[config.mk]
export PLATFORM = sky130hd
export DESIGN_NAME = rr_arbiter_4
export DESIGN_NICKNAME = d
export VERILOG_FILES = /design/src/rtl/rr_arbiter_4.sv
export SDC_FILE = /design/constraint.sdc
export NUM_CORES = 1
export LEC_CHECK = 0
export CORE_MARGIN = 5
export CORE_UTILIZATION = 40
export DETAILED_ROUTE_END_ITERATION = 16
export PLACE_DENSITY_LB_ADDON = 0.2
export SETUP_SLACK_MARGIN = 0.05
export SYNTH_ARGS = -nofsm -noshare
export SYNTH_HDL_FRONTEND = slang
export SYNTH_SLANG_ARGS = --single-unit
[constraint.sdc]
create_clock -name clk -period 6 [get_ports clk]
set_input_delay 0.6 -clock clk [delete_from_list [all_inputs] [get_ports clk]]
set_output_delay 0.6 -clock clk [all_outputs]
set_load 0.05 [all_outputs]
[src/rtl/rr_arbiter_4.sv]
// Four-requester round-robin arbiter with registered one-hot grant and hold timeout.
// Optional ARB_LOCK_EN adds a lock input that suppresses timeout rotation while asserted.

// state | meaning
// IDLE  | no grant outstanding, gnt all-zero
// GRANT | gnt_idx owns the resource, hold_cnt counts its consecutive cycles
module rr_arbiter_4 #(
    parameter int unsigned HOLD_MAX = 8
) (
    input  logic       clk,
    input  logic       rst_n,
    input  logic [3:0] req,
`ifdef ARB_LOCK_EN
    input  logic       lock,
`endif
    output logic [3:0] gnt,
    output logic [1:0] gnt_idx,
    output logic       gnt_valid
);

    typedef enum logic {IDLE, GRANT} state_t;

    localparam logic [7:0] HOLD_LAST = 8'(HOLD_MAX - 1);

    state_t     state, state_nxt;
    logic [1:0] ptr, ptr_nxt;
    logic [7:0] hold_cnt, hold_nxt;
    logic [1:0] idx_nxt;
    logic [3:0] gnt_nxt;
    logic       valid_nxt;
    logic [3:0] others;
    logic       lock_hold;
    logic       issue;
    logic [1:0] win;

    // Priority runs ptr, ptr+1, ptr+2, ptr+3; scanning backwards lets the first hit win.
    function automatic logic [1:0] rr_pick(input logic [3:0] r, input logic [1:0] p);
        logic [1:0] pick;
        logic [1:0] idx;
        pick = p;
        for (int i = 3; i >= 0; i--) begin
            idx = p + 2'(i);
            if (r[idx]) pick = idx;
        end
        return pick;
    endfunction

`ifdef ARB_LOCK_EN
    assign lock_hold = lock;
`else
    assign lock_hold = 1'b0;
`endif

    assign others = req & ~(4'b0001 << gnt_idx);

    always_comb begin
        state_nxt = state;
        ptr_nxt   = ptr;
        hold_nxt  = hold_cnt;
        idx_nxt   = gnt_idx;
        gnt_nxt   = gnt;
        valid_nxt = gnt_valid;
        issue     = 1'b0;
        win       = ptr;

        case (state)
            IDLE: begin
                if (|req) begin
                    issue = 1'b1;
                    win   = rr_pick(req, ptr);
                end
            end
            GRANT: begin
                if (!req[gnt_idx]) begin
                    if (|others) begin
                        issue = 1'b1;
                        win   = rr_pick(others, ptr);
                    end else begin
                        state_nxt = IDLE;
                        gnt_nxt   = 4'b0000;
                        valid_nxt = 1'b0;
                    end
                end else if (hold_cnt == HOLD_LAST && (|others) && !lock_hold) begin
                    issue = 1'b1;
                    win   = rr_pick(others, ptr);
                end else if (hold_cnt != HOLD_LAST) begin
                    hold_nxt = hold_cnt + 8'd1;
                end
            end
            default: state_nxt = IDLE;
        endcase

        if (issue) begin
            state_nxt = GRANT;
            idx_nxt   = win;
            gnt_nxt   = 4'b0001 << win;
            valid_nxt = 1'b1;
            hold_nxt  = 8'd0;
            ptr_nxt   = win + 2'd1;
        end
    end

    always_ff @(posedge clk) begin
        if (!rst_n) begin
            state     <= IDLE;
            ptr       <= 2'd0;
            hold_cnt  <= 8'd0;
            gnt_idx   <= 2'd0;
            gnt       <= 4'b0000;
            gnt_valid <= 1'b0;
        end else begin
            state     <= state_nxt;
            ptr       <= ptr_nxt;
            hold_cnt  <= hold_nxt;
            gnt_idx   <= idx_nxt;
            gnt       <= gnt_nxt;
            gnt_valid <= valid_nxt;
        end
    end

endmodule

# ---- Yosys cells after proc, flatten, opt, wreduce, memory -nomap -nowiden
# Cells that the tools add are included.
dict set report word_totals {
  register_bits 18
  elab_cells 81
}
dict set report classes {
  n_addsub 5
  n_lt_le_gt_ge 5
  n_eq_ne 4
  shifts 2
  mux 47
  n_bitwise 5
  n_reduce_logical 7
}
# cell n
set op_table {}
lappend op_table {{$mux W2} 12}
lappend op_table {{$mux W1} 20}
lappend op_table {{$bmux W1 S2} 9}
lappend op_table {{$mux W4} 4}
lappend op_table {{$lt A2 B3 Y1 const B} 5}
lappend op_table {{$add A8 B1 Y8 const B} 1}
lappend op_table {{$eq A8 B3 Y1 const B} 1}
lappend op_table {{$ne A8 B3 Y1 const B} 1}
lappend op_table {{$reduce_or A4 Y1} 2}
lappend op_table {{$shl A1 B2 Y4 const A} 2}
lappend op_table {{$add A2 B1 Y2 const B} 2}
lappend op_table {{$add A2 B2 Y2 const B} 2}
lappend op_table {{$and A4 B4 Y4} 1}
lappend op_table {{$ne A2 B2 Y1 const B} 2}
lappend op_table {{$not A4 Y4} 1}
lappend op_table {{$pmux W2 S2} 1}
lappend op_table {{$reduce_and A4 Y1} 1}
lappend op_table {{$not A1 Y1} 3}
lappend op_table {{$reduce_and A3 Y1} 1}
lappend op_table {{$pmux W1 S2} 1}
lappend op_table {{$reduce_bool A2 Y1} 1}
lappend op_table {{$reduce_or A2 Y1} 1}
lappend op_table {{$logic_and A1 B1 Y1} 1}

# ---- Longest topological paths before layout
dict set report logic_depth {
  ltp_word 14
  mapped_depth 9
  mapped_depth_nobuf 8
}

# ---- Least setup slack after synthesis
# OpenSTA, ideal clock, no wires.
dict set report synth_timing {
  path_kind {register to register}
  start {register gnt_idx[1]}
  end {register gnt[0]}
  t_arrival_ps 2703
  t_required_ps 5933
  slack_ps 3230
  stages_incl_launch_ff 8
  synth_period_minus_slack_ps 2770
  cell_sequence {dfxtp_1 -> mux4_2 -> a21boi_1 -> or3_4 -> o21bai_1 -> a31o_2 -> or3b_1 -> a21oi_2}
}
dict set report synth_between {
  elab_chain_cells 14
}
# element line
set synth_rtl {}
lappend synth_rtl {{start: declaration} 17} ;# output logic [1:0] gnt_idx,
lappend synth_rtl {{start signal: assignment} 115} ;# gnt_idx <= idx_nxt;
lappend synth_rtl {{$shl A1 B2 Y4} 54} ;# assign others = req & ~(4'b0001 << gnt_idx);
lappend synth_rtl {{$not A4 Y4} 54}
lappend synth_rtl {{$and A4 B4 Y4} 54}
lappend synth_rtl {{$bmux W1 S2} 43} ;# if (r[idx]) pick = idx;
lappend synth_rtl {{$mux W1 (implied by the code)} 43}
lappend synth_rtl {{$mux W2 (4 in a row)} 43}
lappend synth_rtl {{$mux W2 (on tied branches)} {75, 83}}
lappend synth_rtl {{$mux W2} 74} ;# if (!req[gnt_idx]) begin
lappend synth_rtl {{$pmux W2 S2} 66} ;# case (state)
lappend synth_rtl {{$shl A1 B2 Y4} 96} ;# gnt_nxt = 4'b0001 << win;
lappend synth_rtl {{$mux W4} 93} ;# if (issue) begin
lappend synth_rtl {{end signal: assignment} 116} ;# gnt <= gnt_nxt;
lappend synth_rtl {{end: declaration} 16} ;# output logic [3:0] gnt,
# Several ways; a longest one is shown, not always the timed one. The select of a mux whose other input is x is not followed.
# A chain may end at the register's enable or synchronous reset.

# ---- Worst setup path in the final report
dict set report layout_timing {
  start {input req[1]}
  end {register gnt[0]}
}
dict set report layout_between {
  elab_chain_cells 12
}
# element line
set layout_rtl {}
lappend layout_rtl {{start: declaration} 12} ;# input logic [3:0] req,
lappend layout_rtl {{$and A4 B4 Y4} 54}
lappend layout_rtl {{$bmux W1 S2} 43}
lappend layout_rtl {{$mux W1 (implied by the code)} 43}
lappend layout_rtl {{$mux W2 (4 in a row)} 43}
lappend layout_rtl {{$mux W2 (on tied branches)} {75, 83}}
lappend layout_rtl {{$mux W2} 74}
lappend layout_rtl {{$pmux W2 S2} 66}
lappend layout_rtl {{$shl A1 B2 Y4} 96}
lappend layout_rtl {{$mux W4} 93}
# Several ways; a longest one is shown, not always the timed one. The select of a mux whose other input is x is not followed.

==> impl_metrics.json <==
{
  "synthXorXnorAreaFrac_pct": 6.29,
  "hold_viol": 0,
  "cts_root_buffer": "clkbuf_4",
  "ios": 13,
  "period_needed_ns": 3.27,
  "yosysWarnings": 0,
  "startpoint_type": "primary input",
  "grt_pass1_wl_um": 5000,
  "portBuffers": 12,
  "slew_viol_final": 0,
  "cts_tree": "yes",
  "leakagePower_uw": 0.000492,
  "p_switching_uw": 235,
  "worstMarginPinSlew_ns": 0.632,
  "gr-total-overflow": 0,
  "track_usage_pct": 14.1,
  "via_per_inst": 5.63,
  "post_drt_wl_per_cell_um": 13.7,
  "synth_cells": 152,
  "r2r-start": "gnt_idx[1]$_SDFFE_PN0P_",
  "rows": 20,
  "synth_top_family_by_area": "simple AND/OR/NAND/NOR gates",
  "relSlewSlack_pct": 57.5,
  "fillers": 302,
  "cts_setup_buffers": 0,
  "fin_nets": 165,
  "p_comb_share_pct": 51.0,
  "critPathCaptureType": "flip-flop",
  "place.gp.congestion": 0.815,
  "initial_core_util_pct": 41.4,
  "drtIter0Drc": 83,
  "fin_hold_ws_ns": 0.478,
  "design_area_um2": 1420,
  "avgSynthCellArea_um2": 8.25,
  "synthSimpleGateAreaFrac_pct": 28.4,
  "synth_fa_ha_area_share_pct": 0.998,
  "cell_internal_pwr_uw": 292,
  "hold_path_end": "gnt[0]$_SDFFE_PN0P_",
  "finalWorstSetupSlack_ns": 2.73,
  "setup-violations-final": 0,
  "cts_resized": 0,
  "power_frac_seq_pct": 34.9,
  "ant_nets": 0,
  "syn_to_final_growth_pct": 13.4,
  "status": "complete, no violations",
  "muxShareOfSynthArea_pct": 7.49,
  "pre_cts_ws_ns": 2.46,
  "htree_levels": 1,
  "synth_nets": 159,
  "worstRegToRegCells": 7,
  "min_period_over_period_pct": 54.5,
  "final.setup_skew_ns": 0.00619,
  "cts_buffers": 3,
  "drcViolationCount": 0,
  "whs_path_depth": 2,
  "drv_cap": 0,
  "synth_compound_area_share_pct": 23.4,
  "clk_path_buf_depth": 2,
  "antenna_found_initial": 0,
  "ir_drop_mv": 0.210,
  "clock_sinks": 18,
  "synth_edf_count": 0,
  "diodes": 0,
  "placed_area_um2": 1390,
  "yosys_most_used_dff": "dfxtp_1",
  "switching_share_pct": 44.6,
  "drt-pass1-iter-count": 4,
  "clk_latency_ns": 0.29,
  "ys_seq_area_share_pct": 28.7,
  "async_reset_ff_share_pct": 0,
  "path_clk_slew_ns": 0.10,
  "p_per_area_nw_per_um2": 370,
  "path_max_fanout": 18,
  "rsz0062_at_grt": "false",
  "die_h_um": 66.0,
  "min-delay-start": "gnt[0]$_SDFFE_PN0P_",
  "worstPathRequired_ns": 6.23,
  "grt_max_degree": 19,
  "netlist_area_um2": 1250,
  "synth_cell_types": 54,
  "r2r_slack_ns": 3.10,
  "fmax_mhz": 306,
  "yosysTopAreaCell": "dfxtp_1",
  "cts-hold-fix-buffers": 0,
  "synth-seq-cells": 18,
  "die_x_um": 66.0,
  "grt_pass1_vias": 1138,
  "coreArea_um2": 3030,
  "vias": 1131,
  "crit_type": "in2reg",
  "synth_top_cell_area_share_pct": 28.7,
  "drive_gt1_share_pct": 8.92,
  "reg2reg_to": "gnt[0]$_SDFFE_PN0P_",
  "fin_tns_setup_ns": 0,
  "crit_arrival_ns": 3.50,
  "synth_area_leaders": "dfxtp_1, mux2i_1, nor2_1",
  "worstHoldPathType": "reg2reg",
  "post-dp-hpwl_um": 1980,
  "clkPwrFrac_pct": 14.1,
  "die_area_um2": 4350,
  "fin_util_pct": 46.9,
  "wirelength_um": 2750
}
==> how the worst max path moves through the flow <==
| stage | from | end | slack, ns | cells past startpoint |
|---|---|---|---|---|
| 2_1_floorplan | gnt_idx[1]$_SDFFE_PN0P_ | gnt[0]$_SDFFE_PN0P_ | 3.23 | 7 |
| 3_3_place_gp | req[1] | gnt[0]$_SDFFE_PN0P_ | 2.51 | 8 |
| 3_5_place_dp | req[1] | ptr[1]$_SDFFE_PN0P_ | 2.46 | 8 |
| 4_1_cts | req[1] | gnt[0]$_SDFFE_PN0P_ | 2.75 | 8 |
| 5_1_grt | req[0] | gnt[0]$_SDFFE_PN0P_ | 2.49 | 8 |
| 6_report | req[1] | gnt[0]$_SDFFE_PN0P_ | 2.73 | 8 |
==> cell usage in the layout (no fill, tap or decap), types with 3 or more instances in the layout <==
cell,netlist,final
nand2_1,9,9
a21oi_1,6,6
nand2b_1,3,3
or4_1,3,3
clkbuf_4,0,3
nand4_1,3,3
o221ai_1,3,3
xor2_1,5,5
dfxtp_1,18,18
clkdlybuf4s50_1,0,12
nand3_1,5,5
inv_1,4,4
nor2_1,14,14
o21ai_0,4,4
xnor2_1,4,4
mux2i_1,6,6
nor2b_1,4,4
nor3b_1,5,5
==> cells in the mapped netlist, types with 2 or more instances <==
cell / n
xnor2_1: 4
nor4_1: 2
nor3b_1: 5
xor2_1: 5
nand3b_1: 2
a21bo_2: 2
o31ai_1: 2
nand2_1: 9
and3b_1: 2
clkbuf_1: 9
nand3_1: 5
mux2i_1: 6
nand4_1: 3
inv_1: 4
or4_1: 3
buf_2: 2
nor2b_1: 4
o21ai_0: 4
nand2b_1: 3
o22ai_1: 2
nor2_1: 14
and3_1: 2
a41oi_1: 2
a21oi_1: 6
and2_1: 2
o221ai_1: 3
dfxtp_1: 18
==> critical path, cell delays in order <==
cell and delay (ns):
clkdlybuf4s50_1 0.70, mux4_2 0.59, a21boi_1 0.15, a2111oi_0 0.43
a41oi_1 0.19, xnor2_1 0.32, or3b_1 0.40, a21oi_2 0.12
==> area by class of cell <==
type / instances / area, um2 / area share (%)
multi-input cells: 119 / 835 / 58.7
flip-flops and latches: 18 / 360 / 25.4
repair buffers: 12 / 120 / 8.45
well taps: 44 / 55.1 / 3.87
clock buffers: 4 / 36.3 / 2.55
inverters: 4 / 15.0 / 1.06
==> logic make-up (layout without fill, tap and decap cells) <==
logic type / after synthesis / count (layout)
XOR/XNOR: 9 / 9
multiplexers: 8 / 8
AO/OA/AOI/OAI: 39 / 39
buffers and inverters: 15 / 20
adder cells (fa/ha/maj): 1 / 1
AND/OR/NAND/NOR: 62 / 62
flip-flops: 18 / 18
==> registers in the layout, summed over array words and instances, names as in the netlist <==
signal and flops:
ptr 2, gnt_valid 1, hold_cnt 8, gnt_idx 2, gnt 4, state 1
==> routing by layer <==
layer | share of wire, % | GRT usage [%] | vias to the layer above
met4 | 0.91 | 4.06 | 0
met5 | 0 | 0 | -
met3 | 5.7 | 2.72 | 4
met1 | 51 | 19.8 | 520
met2 | 42 | 21.8 | 32
li1 | - | - | 575
==> stage by stage <==
| step | std cells | power (uW) |
|---|---|---|
| after CTS | 201 | 528 |
| after global placement | 197 | 448 |
| after floorplan | 152 | 388 |
| after global routing | 201 | 564 |
| after detailed placement | 197 | 452 |
| final | 201 | 526 |
==> power groups by stage <==
stage	clock network, uW	logic (uW)	registers [uW]
final	74.1	269	184
after global routing	82.5	291	190
after CTS	77.0	268	183
after detailed placement	0	267	185
after global placement	0	265	183
after floorplan	0	182	206
Power figures use the tool's default switching activity.
